`config.mk`:
```
export PLATFORM = sky130hd
export DESIGN_NAME = note_tone_gen_flat
export DESIGN_NICKNAME = d
export VERILOG_FILES = /design/src/rtl/tone_pkg.sv /design/src/rtl/note_tone_gen_if.sv /design/src/rtl/tone_div_lut.sv /design/src/rtl/note_tone_gen.sv /design/src/flat_wrapper.sv
export SDC_FILE = /design/constraint.sdc
export NUM_CORES = 1
export LEC_CHECK = 0
export ABC_AREA = 1
export BUFFER_PORTS_ARGS = -buffer_cell sky130_fd_sc_hd__buf_2
export CORE_ASPECT_RATIO = 0.9
export CORE_MARGIN = 4
export CORE_UTILIZATION = 35
export DETAILED_ROUTE_END_ITERATION = 12
export PLACE_DENSITY = 0.57
export SETUP_SLACK_MARGIN = 0.5
export SLEW_MARGIN = 20
export SYNTH_ARGS = -nofsm -noshare
export SYNTH_HDL_FRONTEND = slang
export SYNTH_SLANG_ARGS = --single-unit
```
`constraint.sdc`:
```
create_clock -name clk -period 3.8 [get_ports clk]
set_input_delay 0.38 -clock clk [delete_from_list [all_inputs] [get_ports clk]]
set_output_delay 0.38 -clock clk [all_outputs]
set_load 0.02 [all_outputs]
```
`src/rtl/tone_pkg.sv`:
```
// Shared definitions for the note tone generator.
//   NOTE_DIV   : base half-period divider per note-in-octave (0..11)
//   NOTE_MAX   : highest legal note index
//   state_e    : controller states
//   oct_reload : octave down-counter reload value (255 >> octave)
package tone_pkg;

  localparam logic [3:0] NOTE_MAX = 4'd11;

  localparam logic [8:0] NOTE_DIV [12] = '{
    9'd511, 9'd482, 9'd455, 9'd430, 9'd405, 9'd383,
    9'd361, 9'd341, 9'd322, 9'd303, 9'd286, 9'd270
  };

  typedef enum logic {
    IDLE = 1'b0,
    PLAY = 1'b1
  } state_e;

  function automatic logic [7:0] oct_reload(input logic [2:0] oct);
    return 8'(8'd255 >> oct);
  endfunction

endpackage

```
`src/rtl/note_tone_gen_if.sv`:
```
// Note request / tone output bundle between the note splitter, the tone
// generator and the speaker pad.
//   octave_in, note_in, note_valid, rest : request side (master drives)
//   speaker, active, note_ack            : generator status (slave drives)
interface note_tone_gen_if;
  logic [2:0] octave_in;
  logic [3:0] note_in;
  logic       note_valid;
  logic       rest;
  logic       speaker;
  logic       active;
  logic       note_ack;

  modport master (
    output octave_in, note_in, note_valid, rest,
    input  speaker, active, note_ack
  );

  modport slave (
    input  octave_in, note_in, note_valid, rest,
    output speaker, active, note_ack
  );
endinterface

```
`src/rtl/tone_div_lut.sv`:
```
// Combinational note -> base divider lookup.
//   note_i : note-in-octave; values above NOTE_MAX return 0
//   div_o  : half-period base divider
module tone_div_lut
  import tone_pkg::*;
#(
  parameter int NOTE_W = 9
) (
  input  logic [3:0]        note_i,
  output logic [NOTE_W-1:0] div_o
);

  always_comb begin
    div_o = '0;
    for (int i = 0; i < 12; i++) begin
      if (note_i == 4'(i)) div_o = NOTE_W'(NOTE_DIV[i]);
    end
  end

endmodule

```
`src/rtl/note_tone_gen.sv`:
```
// Square-wave tone generator for the board speaker.
//   clk, rst_n : system clock, async active-low reset
//   tone       : slave side of note_tone_gen_if (request in, speaker out)
//
// Half-period = (NOTE_DIV[note]+1) * (oct_reload(octave)+1) clk cycles. Note
// changes and rests only take effect at half-period boundaries so the speaker
// never emits a truncated pulse.
//
// state | meaning
// ------+--------------------------------------------------------------
// IDLE  | silent, speaker=0; waits for a pending note with rest low
// PLAY  | counters running, speaker toggles at each half-period boundary
module note_tone_gen
  import tone_pkg::*;
#(
  parameter int NOTE_W  = 9,
  parameter int OCT_W   = 8,
  parameter int NUM_OCT = 6
) (
  input  logic            clk,
  input  logic            rst_n,
  note_tone_gen_if.slave  tone
);

  state_e             state_q;
  logic [NOTE_W-1:0]  cnt_note_q;
  logic [OCT_W-1:0]   cnt_oct_q;
  logic [2:0]         cur_oct_q;
  logic [3:0]         cur_note_q;
  logic [2:0]         pend_oct_q;
  logic [3:0]         pend_note_q;
  logic               pend_flag_q;
  logic               speaker_q;
  logic               active_q;
  logic               note_ack_q;

  logic               boundary;
  logic               apply;
  logic               pend_legal;
  logic [3:0]         lut_note;
  logic [NOTE_W-1:0]  lut_div;

  assign boundary   = (state_q == PLAY) && (cnt_note_q == '0) && (cnt_oct_q == '0);
  // rest wins over a pending note at a boundary; the note stays pending and
  // is picked up from IDLE once rest drops.
  assign apply      = pend_flag_q && !tone.rest && ((state_q == IDLE) || boundary);
  assign pend_legal = (pend_note_q <= NOTE_MAX) && (32'(pend_oct_q) < NUM_OCT);

  // One lookup serves both loading a new note and reloading the current one.
  assign lut_note = apply ? pend_note_q : cur_note_q;

  tone_div_lut #(.NOTE_W(NOTE_W)) u_lut (
    .note_i (lut_note),
    .div_o  (lut_div)
  );

  always_ff @(posedge clk or negedge rst_n) begin
    if (!rst_n) begin
      state_q     <= IDLE;
      cnt_note_q  <= '0;
      cnt_oct_q   <= '0;
      cur_oct_q   <= '0;
      cur_note_q  <= '0;
      pend_oct_q  <= '0;
      pend_note_q <= '0;
      pend_flag_q <= 1'b0;
      speaker_q   <= 1'b0;
      active_q    <= 1'b0;
      note_ack_q  <= 1'b0;
    end else begin
      note_ack_q <= 1'b0;

      // A strobe on the apply edge refills the register, so it stays pending.
      if (tone.note_valid) begin
        pend_oct_q  <= tone.octave_in;
        pend_note_q <= tone.note_in;
        pend_flag_q <= 1'b1;
      end else if (apply) begin
        pend_flag_q <= 1'b0;
      end

      if (apply) begin
        note_ack_q <= 1'b1;
        if (pend_legal) begin
          cur_oct_q  <= pend_oct_q;
          cur_note_q <= pend_note_q;
          cnt_note_q <= lut_div;
          cnt_oct_q  <= OCT_W'(oct_reload(pend_oct_q));
          active_q   <= 1'b1;
          state_q    <= PLAY;
          speaker_q  <= (state_q == PLAY) ? ~speaker_q : 1'b0;
        end else begin
          cnt_note_q <= '0;
          cnt_oct_q  <= '0;
          active_q   <= 1'b0;
          speaker_q  <= 1'b0;
          state_q    <= IDLE;
        end
      end else if (state_q == PLAY) begin
        if (cnt_note_q != '0) begin
          cnt_note_q <= cnt_note_q - NOTE_W'(1);
        end else begin
          cnt_note_q <= lut_div;
          if (cnt_oct_q != '0) begin
            cnt_oct_q <= cnt_oct_q - OCT_W'(1);
          end else if (tone.rest) begin
            cnt_note_q <= '0;
            cnt_oct_q  <= '0;
            active_q   <= 1'b0;
            speaker_q  <= 1'b0;
            state_q    <= IDLE;
          end else begin
            cnt_oct_q <= OCT_W'(oct_reload(cur_oct_q));
            speaker_q <= ~speaker_q;
          end
        end
      end
    end
  end

  assign tone.speaker  = speaker_q;
  assign tone.active   = active_q;
  assign tone.note_ack = note_ack_q;

endmodule

```
`src/flat_wrapper.sv`:
```
// flat-port wrapper written by rule: the top's interface ports become plain ports
module note_tone_gen_flat import tone_pkg::*;
#(
  parameter int NOTE_W  = 9,
  parameter int OCT_W   = 8,
  parameter int NUM_OCT = 6
)
  (clk, rst_n, tone_octave_in, tone_note_in, tone_note_valid, tone_rest, tone_speaker, tone_active, tone_note_ack);
  note_tone_gen_if tone_i ();
  input  logic clk;
  input  logic rst_n;
  input wire logic [$bits(tone_i.octave_in)-1:0] tone_octave_in;
  input wire logic [$bits(tone_i.note_in)-1:0] tone_note_in;
  input wire logic [$bits(tone_i.note_valid)-1:0] tone_note_valid;
  input wire logic [$bits(tone_i.rest)-1:0] tone_rest;
  output wire logic [$bits(tone_i.speaker)-1:0] tone_speaker;
  output wire logic [$bits(tone_i.active)-1:0] tone_active;
  output wire logic [$bits(tone_i.note_ack)-1:0] tone_note_ack;
  assign tone_i.octave_in = tone_octave_in;
  assign tone_i.note_in = tone_note_in;
  assign tone_i.note_valid = tone_note_valid;
  assign tone_i.rest = tone_rest;
  assign tone_speaker = tone_i.speaker;
  assign tone_active = tone_i.active;
  assign tone_note_ack = tone_i.note_ack;
  note_tone_gen #(.NOTE_W(NOTE_W), .OCT_W(OCT_W), .NUM_OCT(NUM_OCT)) u_core (.clk(clk), .rst_n(rst_n), .tone(tone_i));
endmodule
```
## Word level (Yosys, flattened, before mapping)

Cells that the tools add are included.

| storage, ports and cells | value |
|---|---|
| bits of input ports | 11 |
| RAM bits | 0 |
| register bits after elaboration | 36 |
| latch bits | 0 |
| ROM bits | 0 |
| memories kept | 0 |

| cells by class | value |
|---|---|
| shifts and indexed selects | 2 |
| reductions and logical operators | 19 |
| equality and inequality tests | 13 |
| div/mod/pow operators | 0 |
| add/sub/neg operators | 2 |
| mux-type cells | 46 |
| multiply operators | 0 |
| bitwise operators | 2 |
| magnitude comparators | 2 |

Operators with widths:

| operator | count |
|---|---|
| $mux 9 | 18 |
| $mux 8 | 6 |
| $mux 1 | 21 |
| $eq 4x3->1 const B | 4 |
| $eq 4x4->1 const B | 4 |
| $shr 8x3->8 const A | 2 |
| $logic_not 9->1 | 1 |
| $reduce_bool 9->1 | 1 |
| $sub 9x1->9 const B | 1 |
| $eq 4x2->1 const B | 2 |
| $logic_not 8->1 | 1 |
| $reduce_bool 8->1 | 1 |
| $sub 8x1->8 const B | 1 |
| $reduce_bool 2->1 | 3 |
| $logic_and 1x1->1 | 5 |
| $eq 4x1->1 const B | 1 |
| $le 4x4->1 const B | 1 |
| $logic_not 4->1 | 1 |
| $mux 4 | 1 |
| $ne 2x1->1 const B | 2 |
| $reduce_and 2->1 | 2 |
| $reduce_and 4->1 | 1 |
| $lt 3x3->1 const B | 1 |
| $reduce_and 3->1 | 1 |
| 3 further kinds | 4 |

## Logic depth before layout (Yosys ltp)

Gate-level depths: netlist of run 1.

| depth | value |
|---|---|
| depth in word-level cells | 24 |
| gate-level depth with buffers | 19 |

## Modules after synthesis

Synthesis of run 1 repeated with hierarchy kept, for this count alone.

| second synthesis, totals | value |
|---|---|
| cell total of the unflattened synthesis | 417 |
| area, all modules | 2,677.6 um^2 |

Modules (own cells, without submodules):

| module | area each (um^2) | seq. area each (um^2) | cells each | instances |
|---|---|---|---|---|
| note_tone_gen | 2,498.6 | 900.9 | 381 | 1 |
| tone_div_lut | 178.9 | 0.0 | 36 | 1 |

## Worst setup path after synthesis of run 1

No wires, ideal clock.

| path | value |
|---|---|
| path type | flip-flop to flip-flop |
| start point | reg u_core.cnt_note_q[0] |
| end point | reg u_core.cnt_note_q[5] |
| setup slack | 1,856 ps |
| clock period less this slack | 1,944 ps |
| arrival | 1,873 ps |
| cell stages (with the launch flop) | 20 |
| library setup time | 71 ps |
| buffers on the path | 1 |
| path through | dfrtp_1 -> inv_1 -> ha_1 -> inv_1 -> nor2_1 -> nand2_1 -> nor2_2 -> nand2_4 -> nand2_8 -> nand2_8 -> buf_6 -> nand2_2 -> nand2_4 -> nand2_4 -> nand2_4 -> nand2_2 -> nand2_1 -> nor2_1 -> nor2_1 -> nor2_1 |

| on the way | value |
|---|---|
| longest elaborated chain between the ends | 24 |

RTL lines:

| element | RTL line | RTL |
|---|---|---|
| start, declared | note_tone_gen.sv:26 | `logic [NOTE_W-1:0] cnt_note_q;` |
| start signal, assigned | note_tone_gen.sv:87 | `cnt_note_q <= lut_div;` |
| start signal, assigned | note_tone_gen.sv:101 | `cnt_note_q <= cnt_note_q - NOTE_W'(1);` |
| start signal, assigned | note_tone_gen.sv:103 | `cnt_note_q <= lut_div;` |
| $logic_not 9->1 | note_tone_gen.sv:43 | `assign boundary = (state_q == PLAY) && (cnt_note_q == '0) && (cnt_oct_q == '0);` |
| $logic_and 1x1->1 (2 in series) | note_tone_gen.sv:43 |  |
| $logic_or 1x1->1 | note_tone_gen.sv:46 | `assign apply = pend_flag_q && !tone.rest && ((state_q == IDLE) \|\| boundary);` |
| $logic_and 1x1->1 | note_tone_gen.sv:46 |  |
| $mux 4 | note_tone_gen.sv:50 | `assign lut_note = apply ? pend_note_q : cur_note_q;` |
| $logic_not 4->1 | tone_div_lut.sv:16 | `if (note_i == 4'(i)) div_o = NOTE_W'(NOTE_DIV[i]);` |
| $mux 9 (12 in series) | tone_div_lut.sv:16 |  |
| $mux 9 | note_tone_gen.sv:106 | `end else if (tone.rest) begin` |
| $mux 9 | note_tone_gen.sv:104 | `if (cnt_oct_q != '0) begin` |
| $mux 9 | note_tone_gen.sv:100 | `if (cnt_note_q != '0) begin` |
| $mux 9 | note_tone_gen.sv:99 | `end else if (state_q == PLAY) begin` |
| $mux 9 | note_tone_gen.sv:82 | `if (apply) begin` |

Several ways; a longest one is shown, not always the timed one. The select of a mux whose other input is x is not followed.
A chain may end at the register's enable or synchronous reset.

## Worst setup path in the final report of run 1

| path | value |
|---|---|
| start point | reg u_core.cnt_note_q[0] |
| end point | reg u_core.cnt_note_q[2] |

The elaborated chain is that of the path after synthesis.

==> results_dict.tcl, run 1 <==
set metrics [dict create \
    synth.largest_area_cell "dfrtp_1" \
    power.switching_w 0.0007543 \
    synth_top_area_share_pct 38.56 \
    worst-setup-path-type "reg -> reg" \
    synth_ff_type "dfrtp_1" \
    r2r_start "u_core.cnt_note_q[0]" \
    fin_skew_ns 0.007506 \
    ys_seq_elements 36 \
    fin_crit_sh_pct 62.47 \
    tightest_slew_ns 0.8289 \
    cts_buffers 5 \
    stdcell_count 416 \
    num_rows 27 \
    cts.htree.levels 2 \
    fin_nets 343 \
    synthArstFlopShare_pct 100.0 \
    p_int_w 0.001023 \
    synth_edf_count 0 \
    synth.distinct_cells 36 \
    drt_wl_total_um 5280 \
    grt_max_degree 37 \
    ant_nets 0 \
    hpwl_um 3995 \
    seq_power_share_pct 36.8 \
    clockRootBuffer "clkbuf_8" \
    path_clk_slew_ns 0.08 \
    cts_tree "built" \
    grt_usage_pct 14.15 \
    clock_latency_ns 0.29 \
    postCtsSetupBuffers 0 \
    top_layer "met4" \
    die_area_mm2 0.008047 \
    r2r_setup_slack_ns 1.43 \
    rsz0062_at_grt "no" \
    avgSynthCellArea_um2 7.487 \
    initial_core_util_pct 37.18 \
    powerDensity_mw_per_mm2 684.7 \
    drc 0 \
    endpoint_kind "flip-flop" \
    nFillCells 682 \
    slew_violations 0 \
    ir_drop_v 0.0003104 \
    antenna_found_initial 0 \
    power_w 0.001777 \
    dr_wl_met3_um 146 \
    clockBufferDepth 2 \
    drtIter0Drc 139 \
    critPathLaunchType "flip-flop" \
    switching_share_pct 42.45 \
    worstRegToRegCells 17 \
    gp_congestion 0.8155 \
    fin_crit_ns 2.374 \
    crit_path_max_fanout 24 \
    power_frac_comb_pct 44.1 \
    finalWorstSetupSlack_ns 1.426 \
    r2r_end "u_core.cnt_note_q[2]" \
    outcome "complete, no violations" \
    crit_arrival_ns 2.55 \
    vias_per_cell 4.904 \
    io_buffers 13 \
    synthCells 312 \
    dr.pass1.iters 4 \
    slew_headroom_pct 44.74 \
    max_freq_mhz 421.2 \
    synth_area_leaders "dfrtp_1, nand2_1, o21ai_0, inv_1, nand3_1" \
    diodes 0 \
    dp.cells 408 \
    die_h_um 85.51 \
    syn_to_final_growth_pct 11.09 \
    ys_seq_area_share_pct 38.56 \
    ios 14 \
    synthesis.area_mm2 0.002336 \
    ctsHoldBuffers 0 \
    dp_slack_ns 1.424 \
    cts_resized 0 \
    coreArea_mm2 0.006284 \
    grt-ovfl-total 0 \
    wl_met2_um 2305 \
    grt_pass1_wl_um 9114 \
    grt_pass1_vias 1914 \
    drive_gt1_share_pct 14.59 \
    num_vias 2040 \
    leakagePower_nw 1.264 \
    met1_length_um 2748 \
    hp-class "in -> async" \
    cap_violations 0 \
    wl_per_cell_um 12.69 \
    yosys_warnings 0 \
    multi_input_area_mm2 0.001245 \
    pwr-share-clk_pct 19.0 \
    die_x_um 94.12 \
    synth_nets 327 \
    crit_required_ns 3.98 \
    report.final.hold_viol_count 0 \
    regArea_um2 900.9 \
    cts.sinks 36 \
    finalSetupViolCount 0 \
    setup_tns_ns 0 \
]
## power groups by stage
stage               Clock [W]  Combinational (W)  Sequential (W)
detailed placement          0           0.000779        0.000661
global placement            0           0.000778        0.000661
CTS                  0.000350           0.000784        0.000654
floorplan                   0           0.000616        0.000646
finish               0.000338           0.000784        0.000654
global route         0.000367           0.000901        0.000678
## layout make-up
class | count | share of cell area [%]
Inverter | 42 | 6.172
Clock buffer | 6 | 2.797
Tap cell | 87 | 4.195
Multi-Input combinational cell | 229 | 47.97
Timing Repair Buffer | 14 | 2.797
Clock inverter | 2 | 1.350
Sequential cell | 36 | 34.72
## stage by stage
step	hold slack [ns]	cell area [um^2]	utilization [%]
2_1_floorplan	0.08441	2336	-
3_3_place_gp	0.4752	2487	39.59
3_5_place_dp	0.4762	2487	39.59
4_1_cts	0.2218	2595	41.30
5_1_grt	0.2577	2595	41.30
6_report	0.1829	2595	41.30
## per-layer routing
metal,up-vias,track usage (%)
met5,-,0
met4,0,3.675
met3,7,2.719
met2,25,21.47
met1,950,20.61
li1,1058,-
## cell usage after synthesis (all sizes together) (2+ instances only)
master and n:
nand4 2, a21oi 20, or2 2, dfrtp 36, buf 2, a31oi 10
clkbuf 3, nand3 24, o21ai 38, inv 41, nor3 6, nor2 37
nand2 72, xor2 5, ha 4
## worst max-delay path by stage
stage	startpoint	slack, ns	to
after global placement	u_core.cnt_note_q[0]	1.46	u_core.cnt_note_q[2]
final	u_core.cnt_note_q[0]	1.43	u_core.cnt_note_q[2]
after floorplan	u_core.cnt_note_q[0]	1.86	u_core.cnt_note_q[5]
after detailed placement	u_core.cnt_note_q[0]	1.42	u_core.cnt_note_q[2]
after CTS	u_core.cnt_note_q[0]	1.42	u_core.cnt_note_q[2]
after global routing	u_core.cnt_note_q[0]	1.19	u_core.cnt_note_q[2]
## logic make-up (layout without fill, tap and decap cells)
| logic type | after synthesis | in the layout | share of synthesized area (%) |
|---|---|---|---|
| simple gates | 143 | 143 | 30.26 |
| xor+xnor | 6 | 6 | 2.250 |
| buf+inv | 47 | 64 | 8.141 |
| flops | 36 | 36 | 38.56 |
| compound gates | 76 | 76 | 18.64 |
| fa+ha+maj | 4 | 4 | 2.143 |
## cell usage in the layout (no fill, tap or decap)
cell | Yosys | layout
a2111o_1 | 1 | 1
a21boi_0 | 1 | 1
a21oi_1 | 19 | 19
a21oi_2 | 1 | 1
a22oi_1 | 1 | 1
a31oi_1 | 10 | 10
buf_2 | 0 | 13
buf_4 | 1 | 1
bufinv_16 | 0 | 1
clkbuf_1 | 3 | 1
clkbuf_8 | 0 | 5
clkinv_1 | 1 | 1
clkinv_2 | 0 | 1
dfrtp_1 | 36 | 36
ha_1 | 4 | 4
inv_1 | 39 | 39
inv_2 | 1 | 1
inv_4 | 1 | 1
nand2_1 | 59 | 59
nand2_2 | 5 | 5
nand2_4 | 6 | 6
nand2_8 | 2 | 2
nand3_1 | 24 | 24
nand4_1 | 2 | 2
nor2_1 | 30 | 30
nor2_2 | 4 | 4
nor2_4 | 3 | 3
nor3_1 | 6 | 6
o21a_1 | 1 | 1
o21ai_0 | 36 | 36
o21ai_2 | 1 | 1
o21ai_4 | 1 | 1
o21bai_1 | 1 | 1
o22ai_1 | 1 | 1
o311ai_0 | 1 | 1
o31ai_1 | 1 | 1
or2_2 | 2 | 2
xnor2_1 | 1 | 1
xor2_1 | 5 | 5
## state kept, by name, indices dropped and copies added (netlist names)
signal / flops
u_core.pend_oct_q: 3
u_core.state_q: 1
u_core.cur_note_q: 4
u_core.tone.speaker: 1
u_core.pend_note_q: 4
u_core.cur_oct_q: 3
u_core.cnt_note_q: 9
u_core.cnt_oct_q: 8
u_core.pend_flag_q: 1
u_core.tone.note_ack: 1
u_core.tone.active: 1
## critical path, stage by stage, from the launching register on
cell and delay, ns:
dfrtp_1 0.43, inv_1 0.10, ha_1 0.16, inv_1 0.04, nor2_1 0.11, nand2_1 0.08
nor2_2 0.18, nand2_4 0.10, nand2_8 0.11, nand2_8 0.14, nand2_1 0.12, nand2_2 0.10
inv_1 0.17, nand2_1 0.10, nand3_1 0.11, nand2_1 0.07, nand2_1 0.08, a21oi_1 0.06
No activity file was read; power rests on OpenSTA's default activity.
==> run 2, diff against run 1 <==
==> constraint.sdc (replaced) <==
create_clock -name clk -period 2.35 [get_ports clk]
set_input_delay 0.235 -clock clk [delete_from_list [all_inputs] [get_ports clk]]
set_output_delay 0.235 -clock clk [all_outputs]
set_load 0.02 [all_outputs]
==> results_dict.tcl, run 2 (synthesis results as in run 1) <==
set metrics [dict create \
    clockRootBuffer "clkbuf_8" \
    wl_per_cell_um 13.31 \
    report.final.hold_viol_count 0 \
    diodes 0 \
    num_rows 27 \
    cap_violations 0 \
    max_freq_mhz 504.3 \
    mostFrequentLayoutCell "nand2_1" \
    gp_congestion 0.8280 \
    hp-class "in -> async" \
    cts.sinks 36 \
    drt_wl_total_um 6005 \
    path_clk_slew_ns 0.08 \
    slew_violations 0 \
    hpwl_um 4003 \
    regMostFlops "u_core.cnt_note_q" \
    grt_pass1_vias 2137 \
    power_w 0.003327 \
    grt_max_degree 37 \
    tightest_slew_ns 0.8104 \
    largest_reg_flops 9 \
    die_h_um 85.51 \
    leakagePower_nw 1.468 \
    io_buffers 13 \
    coreArea_mm2 0.006284 \
    initial_core_util_pct 37.18 \
    powerDensity_mw_per_mm2 1081 \
    rsz0062_at_grt "yes" \
    cts_buffers 5 \
    antenna_found_initial 0 \
    grt_usage_pct 15.79 \
    vias_per_cell 4.931 \
    setup_tns_ns 0 \
    fin_crit_sh_pct 84.38 \
    grt_pass1_wl_um 10180 \
    clock_latency_ns 0.29 \
    dr.pass1.iters 4 \
    ant_nets 0 \
    fin_skew_ns 0.007859 \
    slew_headroom_pct 45.98 \
    worst-setup-path-type "reg -> reg" \
    ir_drop_v 0.0004471 \
    grt-ovfl-total 0 \
    fin_crit_ns 1.983 \
    num_vias 2224 \
    reg.largest.list "u_core.cnt_note_q x9, u_core.cnt_oct_q x8" \
    ios 14 \
    cts_tree "built" \
    critPathLaunchType "flip-flop" \
    fin_nets 378 \
    cts.htree.levels 2 \
    die_x_um 94.12 \
    syn_to_final_growth_pct 31.76 \
    crit_path_max_fanout 6 \
    endpoint_kind "flip-flop" \
    drtIter0Drc 116 \
    die_area_mm2 0.008047 \
    crit_required_ns 2.56 \
    drc 0 \
    outcome "complete, no violations" \
    finalSetupViolCount 0 \
    drive_gt1_share_pct 33.24 \
    layout_common_cells "nand2_1, dfrtp_1, inv_1" \
    clockBufferDepth 2 \
    crit_arrival_ns 2.20 \
]
==> run 2: final timing paths <==
| kind | depth (start not counted) | to | slack, ns | start |
|---|---|---|---|---|
| min in group clk | 3 | u_core.pend_note_q[1] | 0.14 | tone_note_in[1] |
| hold reg to reg | 1 | u_core.tone.speaker | 0.49 | u_core.tone.speaker |
| hold / removal | 1 | u_core.pend_oct_q[0] | 0.03 | rst_n |
| setup / recovery | 15 | u_core.cnt_note_q[3] | 0.37 | u_core.cnt_oct_q[0] |
| setup reg to reg | 15 | u_core.cnt_note_q[3] | 0.37 | u_core.cnt_oct_q[0] |
| max in group asynchronous | 1 | u_core.tone.active | 1.80 | rst_n |
==> run 2: layout make-up <==
cell class / instances / area, um^2
fillers: 643 / 3206
flip-flops and latches: 36 / 900.9
inverters: 42 / 166.4
well taps: 87 / 108.9
clock buffers: 5 / 68.82
repair buffers: 46 / 327.8
multi-input cells: 232 / 1463
clock inverters: 3 / 42.54
==> run 2: critical path, cell delays in order, from the launching register on <==
cell	delay [ns]
dfrtp_1	0.40
inv_2	0.10
ha_4	0.16
nand3_4	0.08
nor2_4	0.18
nand2_4	0.11
nand2_8	0.10
nand2_8	0.08
buf_6	0.13
nand2_4	0.05
nand2_4	0.07
nand2_4	0.08
nand2_4	0.05
nand2_1	0.06
nand3_1	0.10
a21oi_1	0.14
==> run 2: where the power goes <==
group	switching, W	internal [W]	leakage (nW)
Sequential	0.000237	0.000845	0.418
Clock	0.000239	0.000314	0.0541
Combinational	0.000949	0.000743	0.996
Total	0.00143	0.00190	1.47
==> run 2: routing by layer <==
metal | GRT usage, % | wire length, um | vias to the layer above
met3 | 2.982 | 214 | 4
met5 | 0 | 0 | -
met4 | 4.331 | 52 | 0
li1 | - | - | 1136
met1 | 22.02 | 2959 | 1043
met2 | 25.02 | 2779 | 41
==> run 2: timing repair <==
item	CTS	global route
pin swaps	14	13
gates cloned	3	0
gates resized for setup	31	27
buffers inserted	22	6
endpoints found under the setup margin	24	27
hold buffers	0	0
==> run 2: through the flow <==
step           hold slack, ns  worst slack (ns)  instances  instance area, um^2  utilization (%)
2_1_floorplan        -0.06059            0.4330        312                 2356                -
6_report              0.03079            0.3671        451                 3078            48.98
3_3_place_gp           0.3794            0.1367        412                 2534            40.32
3_5_place_dp           0.3868            0.1296        412                 2534            40.32
4_1_cts               0.06612            0.3559        445                 2937            46.73
5_1_grt                0.1012            0.2024        451                 3078            48.98
